==> src/rtl/id_ex_stage.sv <==
// ID/EX pipeline register feeding the ALU: operand select, load-use bubble insertion.
// Define FORWARD_EN to add EX/MEM and MEM/WB operand forwarding.
module id_ex_stage #(
   parameter int DATA_W = 32,
   parameter int REG_AW = 5
) (
   input  logic              clk,
   input  logic              rst,
   input  logic              stall,
   input  logic              flush,
   input  logic              id_valid,
   input  logic [DATA_W-1:0] id_rs_data,
   input  logic [DATA_W-1:0] id_rt_data,
   input  logic [DATA_W-1:0] id_imm,
   input  logic [REG_AW-1:0] id_rs,
   input  logic [REG_AW-1:0] id_rt,
   input  logic [REG_AW-1:0] id_rd,
   input  logic [4:0]        id_shamt,
   input  logic [1:0]        id_func,
   input  logic              id_alusrc,
   input  logic              id_regwrite,
   input  logic              id_memread,
   input  logic              id_memwrite,
   input  logic              id_memtoreg,
   input  logic              exmem_regwrite,
   input  logic [REG_AW-1:0] exmem_rd,
   input  logic [DATA_W-1:0] exmem_result,
   input  logic              memwb_regwrite,
   input  logic [REG_AW-1:0] memwb_rd,
   input  logic [DATA_W-1:0] memwb_result,
   output logic              ex_valid,
   output logic [DATA_W-1:0] ex_src1,
   output logic [DATA_W-1:0] ex_src2,
   output logic [1:0]        ex_func,
   output logic [4:0]        ex_shift,
   output logic [DATA_W-1:0] ex_store_data,
   output logic [REG_AW-1:0] ex_rd,
   output logic              ex_regwrite,
   output logic              ex_memread,
   output logic              ex_memwrite,
   output logic              ex_memtoreg,
   output logic              load_use_hazard
);

   localparam logic [1:0] FUNC_ADD = 2'b01;

   logic              valid_q,    valid_d;
   logic [DATA_W-1:0] rs_data_q,  rs_data_d;
   logic [DATA_W-1:0] rt_data_q,  rt_data_d;
   logic [DATA_W-1:0] imm_q,      imm_d;
   logic [REG_AW-1:0] rd_q,       rd_d;
   logic [4:0]        shamt_q,    shamt_d;
   logic [1:0]        func_q,     func_d;
   logic              alusrc_q,   alusrc_d;
   logic              regwrite_q, regwrite_d;
   logic              memread_q,  memread_d;
   logic              memwrite_q, memwrite_d;
   logic              memtoreg_q, memtoreg_d;
`ifdef FORWARD_EN
   logic [REG_AW-1:0] rs_q,       rs_d;
   logic [REG_AW-1:0] rt_q,       rt_d;
`endif

   logic              bubble;
   logic              load;
   logic [DATA_W-1:0] fwd_rs;
   logic [DATA_W-1:0] fwd_rt;

   // Flush wins over everything; the hazard output is masked by flush so a
   // squashed consumer never holds the front end.
   assign load_use_hazard = valid_q & memread_q & (rd_q != '0) &
                            ((rd_q == id_rs) | (rd_q == id_rt)) &
                            id_valid & ~flush;

   assign bubble = flush | (~stall & (load_use_hazard | ~id_valid));
   assign load   = ~flush & ~stall & ~load_use_hazard & id_valid;

   always_comb begin
      valid_d    = valid_q;
      rs_data_d  = rs_data_q;
      rt_data_d  = rt_data_q;
      imm_d      = imm_q;
      rd_d       = rd_q;
      shamt_d    = shamt_q;
      func_d     = func_q;
      alusrc_d   = alusrc_q;
      regwrite_d = regwrite_q;
      memread_d  = memread_q;
      memwrite_d = memwrite_q;
      memtoreg_d = memtoreg_q;
`ifdef FORWARD_EN
      rs_d       = rs_q;
      rt_d       = rt_q;
`endif
      if (bubble) begin
         valid_d    = 1'b0;
         rs_data_d  = '0;
         rt_data_d  = '0;
         imm_d      = '0;
         rd_d       = '0;
         shamt_d    = '0;
         func_d     = FUNC_ADD;
         alusrc_d   = 1'b0;
         regwrite_d = 1'b0;
         memread_d  = 1'b0;
         memwrite_d = 1'b0;
         memtoreg_d = 1'b0;
`ifdef FORWARD_EN
         rs_d       = '0;
         rt_d       = '0;
`endif
      end else if (load) begin
         valid_d    = 1'b1;
         rs_data_d  = id_rs_data;
         rt_data_d  = id_rt_data;
         imm_d      = id_imm;
         rd_d       = id_rd;
         shamt_d    = id_shamt;
         func_d     = id_func;
         alusrc_d   = id_alusrc;
         regwrite_d = id_regwrite;
         memread_d  = id_memread;
         memwrite_d = id_memwrite;
         memtoreg_d = id_memtoreg;
`ifdef FORWARD_EN
         rs_d       = id_rs;
         rt_d       = id_rt;
`endif
      end
   end

   always_ff @(posedge clk) begin
      if (rst) begin
         valid_q    <= 1'b0;
         rs_data_q  <= '0;
         rt_data_q  <= '0;
         imm_q      <= '0;
         rd_q       <= '0;
         shamt_q    <= '0;
         func_q     <= FUNC_ADD;
         alusrc_q   <= 1'b0;
         regwrite_q <= 1'b0;
         memread_q  <= 1'b0;
         memwrite_q <= 1'b0;
         memtoreg_q <= 1'b0;
`ifdef FORWARD_EN
         rs_q       <= '0;
         rt_q       <= '0;
`endif
      end else begin
         valid_q    <= valid_d;
         rs_data_q  <= rs_data_d;
         rt_data_q  <= rt_data_d;
         imm_q      <= imm_d;
         rd_q       <= rd_d;
         shamt_q    <= shamt_d;
         func_q     <= func_d;
         alusrc_q   <= alusrc_d;
         regwrite_q <= regwrite_d;
         memread_q  <= memread_d;
         memwrite_q <= memwrite_d;
         memtoreg_q <= memtoreg_d;
`ifdef FORWARD_EN
         rs_q       <= rs_d;
         rt_q       <= rt_d;
`endif
      end
   end

`ifdef FORWARD_EN
   // EX/MEM is the younger producer, so it shadows MEM/WB; r0 is hardwired.
   always_comb begin
      fwd_rs = rs_data_q;
      if (exmem_regwrite && (exmem_rd == rs_q) && (rs_q != '0))
         fwd_rs = exmem_result;
      else if (memwb_regwrite && (memwb_rd == rs_q) && (rs_q != '0))
         fwd_rs = memwb_result;
   end

   always_comb begin
      fwd_rt = rt_data_q;
      if (exmem_regwrite && (exmem_rd == rt_q) && (rt_q != '0))
         fwd_rt = exmem_result;
      else if (memwb_regwrite && (memwb_rd == rt_q) && (rt_q != '0))
         fwd_rt = memwb_result;
   end
`else
   logic unused_fwd_ports;
   assign unused_fwd_ports = ^{exmem_regwrite, exmem_rd, exmem_result,
                               memwb_regwrite, memwb_rd, memwb_result};
   assign fwd_rs = rs_data_q;
   assign fwd_rt = rt_data_q;
`endif

   assign ex_valid      = valid_q;
   assign ex_src1       = fwd_rs;
   assign ex_src2       = alusrc_q ? imm_q : fwd_rt;
   assign ex_store_data = fwd_rt;
   assign ex_func       = func_q;
   assign ex_shift      = shamt_q;
   assign ex_rd         = rd_q;
   assign ex_regwrite   = regwrite_q;
   assign ex_memread    = memread_q;
   assign ex_memwrite   = memwrite_q;
   assign ex_memtoreg   = memtoreg_q;

endmodule

==> config.mk <==
export PLATFORM = sky130hd
export DESIGN_NAME = id_ex_stage
export DESIGN_NICKNAME = d
export VERILOG_FILES = /design/src/rtl/id_ex_stage.sv
export SDC_FILE = /design/constraint.sdc
export NUM_CORES = 1
export LEC_CHECK = 0
export ABC_AREA = 1
export BUFFER_PORTS_ARGS = -buffer_cell sky130_fd_sc_hd__clkbuf_2
export CORE_AREA = 2 2 125 127
export CTS_CLUSTER_DIAMETER = 40
export DETAILED_ROUTE_END_ITERATION = 10
export DIE_AREA = 0 0 127 129
export PLACE_DENSITY_LB_ADDON = 0.05
export SLEW_MARGIN = 10
export SYNTH_ARGS = -nofsm -noshare
export SYNTH_HDL_FRONTEND = slang
export SYNTH_SLANG_ARGS = --single-unit
==> constraint.sdc <==
create_clock -name clk -period 1.6 [get_ports clk]
set_input_delay 0.16 -clock clk [delete_from_list [all_inputs] [get_ports clk]]
set_output_delay 0.16 -clock clk [all_outputs]
set_load 0.01 [all_outputs]
# Word level (Yosys, flattened, before mapping)
# Cells that the tools add are included.
# word_totals
register_bits	114
in_bits	204
output_inout_bits	114
# op_classes
eq_ne	2
muxes	1
n_bitwise	16
reduce_logical	2
# ops
cell	count
32-bit 2-to-1 mux	1
5-bit == test	2
1-bit bitwise AND	9
5-bit nonzero test	1
1-bit NOT	4
1-bit bitwise OR	3
2-bit OR reduction	1

# Longest topological paths before layout
# Gate-level depths: netlist of run 1.
# depth
depth_word	9
ltp_mapped	13
depth_no_buf	11

# Least setup slack after synthesis of run 1
# OpenSTA, ideal clock, no wires.
# synth_timing
path_kind	reg-to-reg
from	reg rd_q[4] (netlist: ex_rd[4])
to	reg rs_data_q[0] (netlist: ex_src1[0])
setup_time_ns	0.115
arrival_ns	1.436
required_ns	1.485
slack_ns	0.049
stages_incl_launch_ff	14
n_path_buf	2
path_cell_list	dfxtp_1 inv_1 nand2_1 nand2_1 nor2_1 nand3_1 nand2_1 nand2_4 nand2_2 nand2_1 nand2_2 buf_8 buf_6 a21oi_2
# synth_via
elab_chain_len	9
# synth_rtl
item	line	source
start: declaration	51	logic [REG_AW-1:0] rd_q, rd_d;
start signal: assignment	155	rd_q <= rd_d;
5-bit == test or 5-bit nonzero test (tied branches)	72, 71	
1-bit bitwise OR or 1-bit bitwise AND (tied branches)	72, 71	
1-bit bitwise AND *	71	assign load_use_hazard = valid_q & memread_q & (rd_q != '0) &
1-bit bitwise AND *	72	((rd_q == id_rs) | (rd_q == id_rt)) &
1-bit bitwise AND *	73	id_valid & ~flush;
1-bit bitwise OR	75	assign bubble = flush | (~stall & (load_use_hazard | ~id_valid));
1-bit bitwise AND	75	
1-bit bitwise OR	75	
2-bit OR reduction (no source line)	n/a	
end signal: assignment	152	rs_data_q <= rs_data_d;
end: declaration	48	logic [DATA_W-1:0] rs_data_q, rs_data_d;
# Mark *: on every way between the ends. The rest lies on a longest branch, timed or not.
# A chain may end at the register's enable or synchronous reset.

# Final worst setup path of run 1
# layout_timing
from	reg rd_q[0] (netlist: ex_rd[0])
to	out load_use_hazard
# layout_via
elab_chain_len	5
# layout_rtl
item	line	source
5-bit == test or 5-bit nonzero test (tied branches)	72, 71	
1-bit bitwise OR or 1-bit bitwise AND (tied branches)	72, 71	
1-bit bitwise AND *	71	
1-bit bitwise AND *	72	
1-bit bitwise AND *	73	
end: declaration	42	output logic load_use_hazard
# Marked as above.

==> results.toml, run 1 <==
[outcome]
status = "finished with violations"
violations = "negative hold slack, negative setup slack"

[cts]
numCtsBuffers = 17
clock_path_buffers = 2
clk_latency_ns = 0.41
cts_sinks = 114
htreeDepth = 4
clk_pin_slew_ns = 0.05
clock-root-buffer = "clkbuf_16"
cts_tree = "done"

[routing]
drtIter0Drc = 277
drc = 0
routed_via_density = 5.19
ant_nets = 0
drt-wirelength-per-cell_um = 17.6
firstDrtPassIters = 4
vias = 5743
wirelength_um = 19500

[floorplan]
die-area_sq_um = 16400
core-area_sq_um = 15000
die_h_um = 129
start_util = 0.350
io_pins = 318
die-width_um = 127
floorplan.rows = 45

[critical_path]
worst_path_max_delay_cell = "dfxtp_4"
cp.arrival_ns = 1.55
critPathBufInv = 4
path_cells = "nand2_2, inv_2, nor2_1, nor2_1, nand3_1, nand2_2, nand2_4, buf_12, clkinv_4, buf_6"
reg2reg_depth = 13
crit_path_end_kind = "output port"
cp_top_family = "simple AND/OR/NAND/NOR gates"
cp-start-kind = "flip-flop"
crit_cells = 10
crit_path_max_fanout = 7
crit_path_max_incr_delay_ns = 0.39
required_ns = 1.44
critPathKind = "reg2out"

[sta]
hold_slack_ns = -0.00247
min_period_ns = 1.71
hold_viol = 1
grt_setup_unrepaired = "yes"
timing.fmax_ghz = 0.583
fin_worst_skew_ns = 0.00757
slew_viol_final = 0
relSlewSlack = 0.729
min_period_over_period = 1.07
setup_ws_ns = -0.114
worst_slew_pin_slew_ns = 0.406
setup_viol = 146

[final_layout]
antenna_cells = 0
final_area_sq_um = 8800
nets = 1110
layout_common_cells = "clkbuf_2, nand4_1, dfxtp_1"
instances_no_fill = 1106
drive_gt1_frac = 0.548
finish.utilization = 0.587
layout_commonest_cell = "clkbuf_2"
syn_to_final_growth_pct = 67.7

[synth]
synth_nets = 818
synth_area_sq_um = 5240
seq_area_frac_synth = 0.435
yosysTopAreaCell = "dfxtp_1"
synthTopCellsByArea = "dfxtp_1, nand4_1, a21oi_2"
synth_cell_type_count = 21
syn_inst = 614
ys_ff_latch = 114
synth_top_area_share = 0.435
syn_area_per_cell_sq_um = 8.54
yosys_warnings = 0

[global_route]
gr-total-overflow = 0
antenna_found_initial = 0
grt_pass1_wl_um = 28200
grt_pass1_vias = 5527
grt_start_max_net_pins = 79
gr-usage-all-layers = 0.219

[power]
combPwrFrac = 0.112
pwr-share-seq = 0.396
power_density_nw_per_um2 = 829
p_leak_nw = 3.59
pwr-share-clk = 0.491
p_sw_frac = 0.234
power_mw = 7.29
p_switching_mw = 1.71
vdd.ir_drop.worst_mv = 0.729
p_int_mw = 5.58

[place]
io_buffer_count = 241
placedCellCount = 1008
routabilityCongestion = 0.784
dp_hpwl_um = 11400
dpl_cell_area_sq_um = 6700

[worst_hold_path]
min_path_cells = 3
worst_hold_path_type = "in2reg"

[job]
cap_violations = 0
[what timing repair did]
action                     in CTS  in global routing
hold endpoints to repair       39                  0
setup endpoints to repair     139                147
pin swaps                       6                 19
gates cloned                    7                 11
resized for setup              54                146
setup buffers                  10                  0
hold buffers                   39                  0
[cells in the mapped netlist, drive strengths merged]
library cell and number:
a21oi 114, buf 32, clkbuf 33, dfxtp 114, inv 17, mux2 32, nand2 139, nand3 6
nand4 113, nor2 11, nor3 1, xnor2 2
[sequential cells by signal (all words and copies together) (netlist names)]
register	flops
alusrc_q	1
ex_func	2
ex_memread	1
ex_memtoreg	1
ex_memwrite	1
ex_rd	5
ex_regwrite	1
ex_shift	5
ex_src1	32
ex_store_data	32
ex_valid	1
imm_q	32
[layout make-up]
| cell class | count | area (sq um) |
|---|---|---|
| multi-input combinational | 419 | 2900 |
| fill | 1343 | 6180 |
| tap | 188 | 235 |
| timing repair buffer | 337 | 2730 |
| clock inverter | 5 | 50.0 |
| sequential | 114 | 2300 |
| inverter | 17 | 71.3 |
| clock buffer | 26 | 509 |
[power groups by stage]
stage	Sequential, mW	Clock, mW	Combinational (mW)
after floorplan	2.96	0	0.315
after global placement	2.95	0	0.601
after detailed placement	2.95	0	0.606
after CTS	2.89	3.66	0.743
after global routing	2.89	3.81	0.878
final	2.89	3.58	0.817
[metrics by stage]
stage	worst slack [ns]	setup TNS [ns]
floorplan	0.0493	0
global placement	-0.0826	-6.06
detailed placement	-0.0915	-6.51
CTS	-0.147	-11.34
global route	-0.218	-20.84
finish	-0.114	-6.85
[path summary, 6_finish.rpt]
kind	from	end	slack [ns]
worst max-delay path	ex_rd[0]	load_use_hazard	-0.11
worst min register to register	ex_src1[2]	ex_src1[2]	0.46
worst min-delay path	id_rt_data[4]	ex_store_data[4]	-0.002
worst max register to register	ex_rd[0]	ex_store_data[21]	-0.11
[routing by layer]
metal / global-route usage / routed length (um) / vias up
met4: 0.0860 / 359 / 0
met2: 0.358 / 9430 / 176
li1: - / - / 2764
met5: 0 / 0 / -
met3: 0.0615 / 1190 / 27
met1: 0.275 / 8480 / 2776
[cells by family after synthesis]
kind of cell | share of synthesized area
and+or+nand+nor | 0.253
AOI/OAI and AO/OA | 0.159
DFF | 0.435
buffers and inverters | 0.0811
muxes | 0.0687
xor gates and xnor gates | 0.00334
[tightest hold or removal path, cell delays in order]
cell,delay (ns)
clkbuf_2,0.08
nand4_1,0.08
a21oi_2,0.05
(Power assumes the default switching activity.)
==> run 2: changes to the inputs <==
--- a/config.mk
+++ b/config.mk
@@ -5,12 +5,14 @@
 export SDC_FILE = /design/constraint.sdc
 export NUM_CORES = 1
 export LEC_CHECK = 0
-export ABC_AREA = 1
+export ABC_AREA = 0
 export BUFFER_PORTS_ARGS = -buffer_cell sky130_fd_sc_hd__clkbuf_2
-export CORE_AREA = 2 2 125 127
+export CELL_PAD_IN_SITES_DETAIL_PLACEMENT = 0
+export CELL_PAD_IN_SITES_GLOBAL_PLACEMENT = 1
+export CORE_ASPECT_RATIO = 1.75
+export CORE_UTILIZATION = 27
 export CTS_CLUSTER_DIAMETER = 40
 export DETAILED_ROUTE_END_ITERATION = 10
-export DIE_AREA = 0 0 127 129
 export PLACE_DENSITY_LB_ADDON = 0.05
 export SLEW_MARGIN = 10
 export SYNTH_ARGS = -nofsm -noshare
==> run 2 against run 1 <==
Net effect:
- the run ends with negative setup slack left
- highest routed layer unchanged
- first-iteration DRC count is 57% lower
- critical endpoint is now ex_store_data[22]
- flip-flop and latch count stayed put
- register-to-register slack worse by 0.23 ns
- global-route usage is 2.0 points lower
- synthesized cell count is 10% lower
- core utilization is 3.0 points lower
==> results.toml, run 2 <==
[synth]
synth_area_sq_um = 4480
syn_inst = 550
synth_most_common_cell = "nand2_1"
synth_nets = 754
asyncSetResetFlopFracSynth = 0
seq_area_frac_synth = 0.509
synthTopCellsByArea = "dfxtp_1, nand2_1, a21oi_1"
ys_ff_latch = 114
synthTopCellsByCount = "nand2_1, dfxtp_1, a21oi_1"
syn_area_per_cell_sq_um = 8.15
yosys_warnings = 0
synth_cell_type_count = 25
synth_edf_count = 0
synth_top_area_share = 0.509
synthFlopType = "dfxtp_1"
yosysTopAreaCell = "dfxtp_1"

[global_route]
grt_start_max_net_pins = 61
gr-total-overflow = 0
grt_pass1_wl_um = 26100
gr-usage-all-layers = 0.199
antenna_found_initial = 0
grt_pass1_vias = 5113

[floorplan]
die-area_sq_um = 17100
io_pins = 318
die_h_um = 172
core-area_sq_um = 16300
floorplan.rows = 62
start_util = 0.275
die-width_um = 99.4

[power]
p_leak_nw = 3.89
vdd.ir_drop.worst_mv = 0.627
power_density_nw_per_um2 = 883
power_mw = 8.02

[routing]
wirelength_um = 19900
vias = 5338
drc = 0
ant_nets = 0
firstDrtPassIters = 5
routed_via_density = 4.63
drt-wirelength-per-cell_um = 17.2
drtIter0Drc = 119

[critical_path]
cp.arrival_ns = 2.27
crit_path_max_fanout = 20
path_cells = "or4_4, nor2_4, buf_6, o21a_4, clkbuf_16, nand2_1, a21oi_1"
ff2ff_setup_slack_ns = -0.34
crit_path_end_kind = "flip-flop"
critPathBufInv = 2
critPathKind = "reg2reg"
required_ns = 1.93
crit_path_max_incr_delay_ns = 0.54
cp-start-kind = "flip-flop"
worst_path_max_delay_cell = "or4_4"
cp_top_family = "simple AND/OR/NAND/NOR gates"

[final_layout]
drive_gt1_frac = 0.492
antenna_cells = 0
syn_to_final_growth_pct = 103
layout_commonest_cell = "clkbuf_2"
layout_common_cells = "clkbuf_2, nand2_1, dlygate4sd3_1"
nets = 1152
finish.utilization = 0.558

[sta]
grt_setup_unrepaired = "yes"
relSlewSlack = 0.825
setup_ws_ns = -0.344
slew_viol_final = 0
fin_worst_skew_ns = 0.0135
setup_tns_ns = -33.00
worst_slew_pin_slew_ns = 0.261
min_period_ns = 1.94
min_period_over_period = 1.22
timing.fmax_ghz = 0.514
hold_viol = 0
setup_viol = 138

[cts]
cts_sinks = 114
clock-root-buffer = "clkbuf_16"
clk_pin_slew_ns = 0.05
numCtsBuffers = 17
clock_path_buffers = 2
cts_tree = "done"
clk_latency_ns = 0.41
htreeDepth = 4

[place]
dp_hpwl_um = 10300
io_buffer_count = 241
pre_cts_ws_ns = -0.325
routabilityCongestion = 0.843

[outcome]
status = "finished with violations"
violations = "negative setup slack"

[worst_hold_path]
worst_hold_path_type = "in2reg"

[job]
cap_violations = 0
-- run 2: changes by cell type in the layout (fill, tap and decap cells not counted), sizes merged, moves of 5 or more --
| cell | change |
|---|---|
| a21oi | -8 |
| a22oi | +5 |
| buf | -23 |
| clkbuf | +30 |
| dlygate4sd3 | +69 |
| inv | -14 |
| nand2 | +76 |
| nand3 | -7 |
| nand4 | -112 |
| xor2 | +6 |
-- run 2: per-layer routing --
metal	wire, um	global-route usage	vias to the layer above
li1	-	-	2616
met4	422	0.0754	0
met2	10700	0.373	170
met1	7960	0.218	2526
met5	0	0	-
met3	755	0.0412	26
-- run 2: final cells by class --
cell class	count	area [sq um]
tap	192	240
clock buffer	21	472
sequential	114	2300
clock inverter	11	174
multi-input combinational	398	2480
fill	1535	7210
timing repair buffer	417	3410
-- run 2: path summary, 6_finish.rpt --
path,from,endpoint,cells after the start
worst max-delay path,ex_rd[0],ex_store_data[22],7
worst min-delay path,id_rt_data[19],ex_store_data[19],3
worst max register to register,ex_rd[0],ex_store_data[22],7
worst min register to register,ex_src1[0],ex_src1[0],2
-- run 2: worst reg2reg max path, stage by stage (launching register included) --
cell       delay (ns)
dfxtp_4          0.36
or4_4            0.54
nor2_4           0.14
buf_6            0.14
o21a_4           0.26
clkbuf_16        0.24
nand2_1          0.08
a21oi_1          0.13
-- run 2: kinds of logic after synthesis --
kind of cell	after synthesis	synth area share
buffers and inverters	39	0.0427
multiplexers	32	0.0804
AO/OA/AOI/OAI	118	0.140
XOR/XNOR	10	0.0195
AND/OR/NAND/NOR	237	0.208
flip-flops	114	0.509
-- run 2: where the power goes --
part | switching [mW] | internal (mW)
registers | 0.0216 | 2.86
logic | 0.421 | 0.566
clock network | 1.39 | 2.76
total | 1.83 | 6.19
-- run 2: repair_timing --
action	4_1_cts	5_1_grt
hold buffers	107	1
pin swaps	4	6
gates resized for setup	60	79
setup buffers	15	3
endpoints found under the hold margin	107	1
endpoints found under the setup margin	147	147
cloned	11	16
-- run 2: metrics by stage --
step | hold WS [ns] | area, sq um | std cells
finish | 0.0155 | 9080 | 1153
global route | 0.0142 | 9080 | 1153
CTS | 0.00180 | 8410 | 1133
detailed placement | 0.377 | 6080 | 968
global placement | 0.372 | 6080 | 968
floorplan | 0.284 | 4600 | 550
==> run 3: changes to the inputs <==
--- a/config.mk
+++ b/config.mk
@@ -10,7 +10,8 @@
 export CELL_PAD_IN_SITES_DETAIL_PLACEMENT = 0
 export CELL_PAD_IN_SITES_GLOBAL_PLACEMENT = 1
 export CORE_ASPECT_RATIO = 1.75
-export CORE_UTILIZATION = 27
+export CORE_UTILIZATION = 28
+export CTS_BUF_LIST = sky130_fd_sc_hd__clkbuf_8
 export CTS_CLUSTER_DIAMETER = 40
 export DETAILED_ROUTE_END_ITERATION = 10
 export PLACE_DENSITY_LB_ADDON = 0.05
==> run 3 against run 2 <==
Net effect:
- combinational power increased by 10%
- cell area increased by 6.2%
- routed wire length decreased by 1.3%
- highest routed layer unchanged
- flip-flop and latch count unchanged
- worst hold slack improved by 0.061 ns
- sequential power about the same
- first-iteration DRC count increased by 35%
- critical endpoint is now ex_src1[3]
- core utilization increased by 6.3 points
- the flow finishes with violations (design-rule violations, negative setup slack)
- clock skew increased by 0.0028 ns
- sequential share of layout area decreased by 1.5 points
==> results.toml, run 3 (synthesis gave the netlist of run 2 again) <==
[sta]
hold_viol = 0
slew_viol_final = 0
relSlewSlack = 0.805
fin_worst_skew_ns = 0.0163
setup_viol = 147
min_period_over_period = 1.24
hold_slack_ns = 0.0762
timing.fmax_ghz = 0.505
min_period_ns = 1.98
worst_slew_pin_slew_ns = 0.291
setup_ws_ns = -0.379
grt_setup_unrepaired = "yes"

[critical_path]
path_cells = "xor2_2, and4bb_1, a32oi_4, buf_4, o21a_4, buf_12, buf_12, buf_12, nand2_1, a21oi_1"
crit_path_max_fanout = 8
crit_path_frequent_cell = "buf_12"
reg2reg_depth = 10
ff2ff_setup_slack_ns = -0.38
worst_path_max_delay_cell = "dfxtp_4"
crit_path_max_incr_delay_ns = 0.37
cp-start-kind = "flip-flop"
required_ns = 1.90
crit_path_end_kind = "flip-flop"
cp.arrival_ns = 2.28
reg2reg_from = "ex_rd[4]"
critPathKind = "reg2reg"
reg2reg_to = "ex_src1[3]"

[final_layout]
nets = 1164
layout_common_cells = "clkbuf_2, nand2_1, dlygate4sd3_1"
drive_gt1_frac = 0.554
layout_commonest_cell = "clkbuf_2"
syn_to_final_growth_pct = 115
antenna_cells = 0

[floorplan]
die_h_um = 169
floorplan.rows = 60
die-width_um = 97.7
core-area_sq_um = 15500
start_util = 0.289
io_pins = 318
die-area_sq_um = 16500

[power]
power_density_nw_per_um2 = 679
power_mw = 6.55
vdd.ir_drop.worst_mv = 0.431
p_leak_nw = 4.03

[routing]
drt-wirelength-per-cell_um = 17.0
firstDrtPassIters = 8
routed_via_density = 4.66
ant_nets = 0
vias = 5391
wirelength_um = 19600
drc = 28
drtIter0Drc = 161

[cts]
htreeDepth = 4
clk_pin_slew_ns = 0.07
cts_tree = "done"
cts_sinks = 114
clk_latency_ns = 0.42
clock_path_buffers = 2
numCtsBuffers = 17
clock-root-buffer = "clkbuf_8"

[global_route]
grt_start_max_net_pins = 49
met2_usage = 0.400
grt-busiest-layer = "met2"
grt_pass1_wl_um = 26600
grt_pass1_vias = 5233
use_met3 = 0.0478
grtUsageMet1 = 0.218
antenna_found_initial = 0
gr-usage-all-layers = 0.207
gr-total-overflow = 0

[worst_hold_path]
min_path_cells = 3
worst_hold_path_type = "in2reg"
hp-start = "id_rd[4]"
holdPathEnd = "ex_rd[4]"

[outcome]
status = "finished with violations"
violations = "design-rule violations, negative setup slack"

[place]
routabilityCongestion = 0.787
dp_hpwl_um = 10600
io_buffer_count = 241

[job]
cap_violations = 0
==> run 3: worst max-delay path by stage <==
stage          depth (start not counted)                end  slack [ns]     start
3_5_place_dp                           7           ex_rd[4]       -0.41  ex_rd[3]
4_1_cts                                9  ex_store_data[29]       -0.33  ex_rd[4]
2_1_floorplan                          8         ex_src1[0]       -0.17  ex_valid
6_report                              10         ex_src1[3]       -0.38  ex_rd[4]
5_1_grt                               10         ex_src1[3]       -0.45  ex_rd[4]
3_3_place_gp                           7           ex_rd[4]       -0.33  ex_rd[3]
==> run 3: worst max-delay path: cells and delay by family (launching register included) <==
kind | cells | cell delay, ns
compound gates | 3 | 0.41
xor+xnor | 1 | 0.18
buf+inv | 4 | 0.56
flops | 1 | 0.37
simple gates | 2 | 0.36
==> run 3: layer usage <==
layer  vias up  routed length [um]
li1       2628                   -
met1      2579                7480
met2       161               10800
met3        23                 930
met4         0                 415
met5         -                   0
==> run 3: cell type report <==
cell class                 count  area (sq um)
multi-input combinational    397          2900
sequential                   114          2300
tap                          186           233
fill                        1366          5890
timing repair buffer         430          3850
clock buffer                  18           248
clock inverter                11           116
==> run 3: power by group <==
group | switching [mW] | total (mW) | internal (mW)
clock network | 1.19 | 2.57 | 1.38
registers | 0.0287 | 2.89 | 2.86
logic | 0.454 | 1.09 | 0.639
total | 1.67 | 6.55 | 4.88
==> run 3: timing repair <==
item | CTS | global route
cloned | 11 | 15
endpoints found under the hold margin | 112 | 0
endpoints found under the setup margin | 147 | 147
gates resized for setup | 67 | 269
hold buffers | 112 | 0
pin swaps | 12 | 103
buffers inserted | 20 | 6
==> run 3: stage by stage <==
stage                     setup slack, ns  cells  area [sq um]  TNS, ns  utilization
after floorplan                    -0.170    550          4600   -15.33            -
after global placement             -0.326    965          6120   -32.34        0.394
after detailed placement           -0.412    965          6120   -39.41        0.394
after CTS                          -0.327   1136          8320   -36.69        0.535
after global routing               -0.446   1156          9650   -49.76        0.621
final                              -0.379   1156          9650   -37.96        0.621
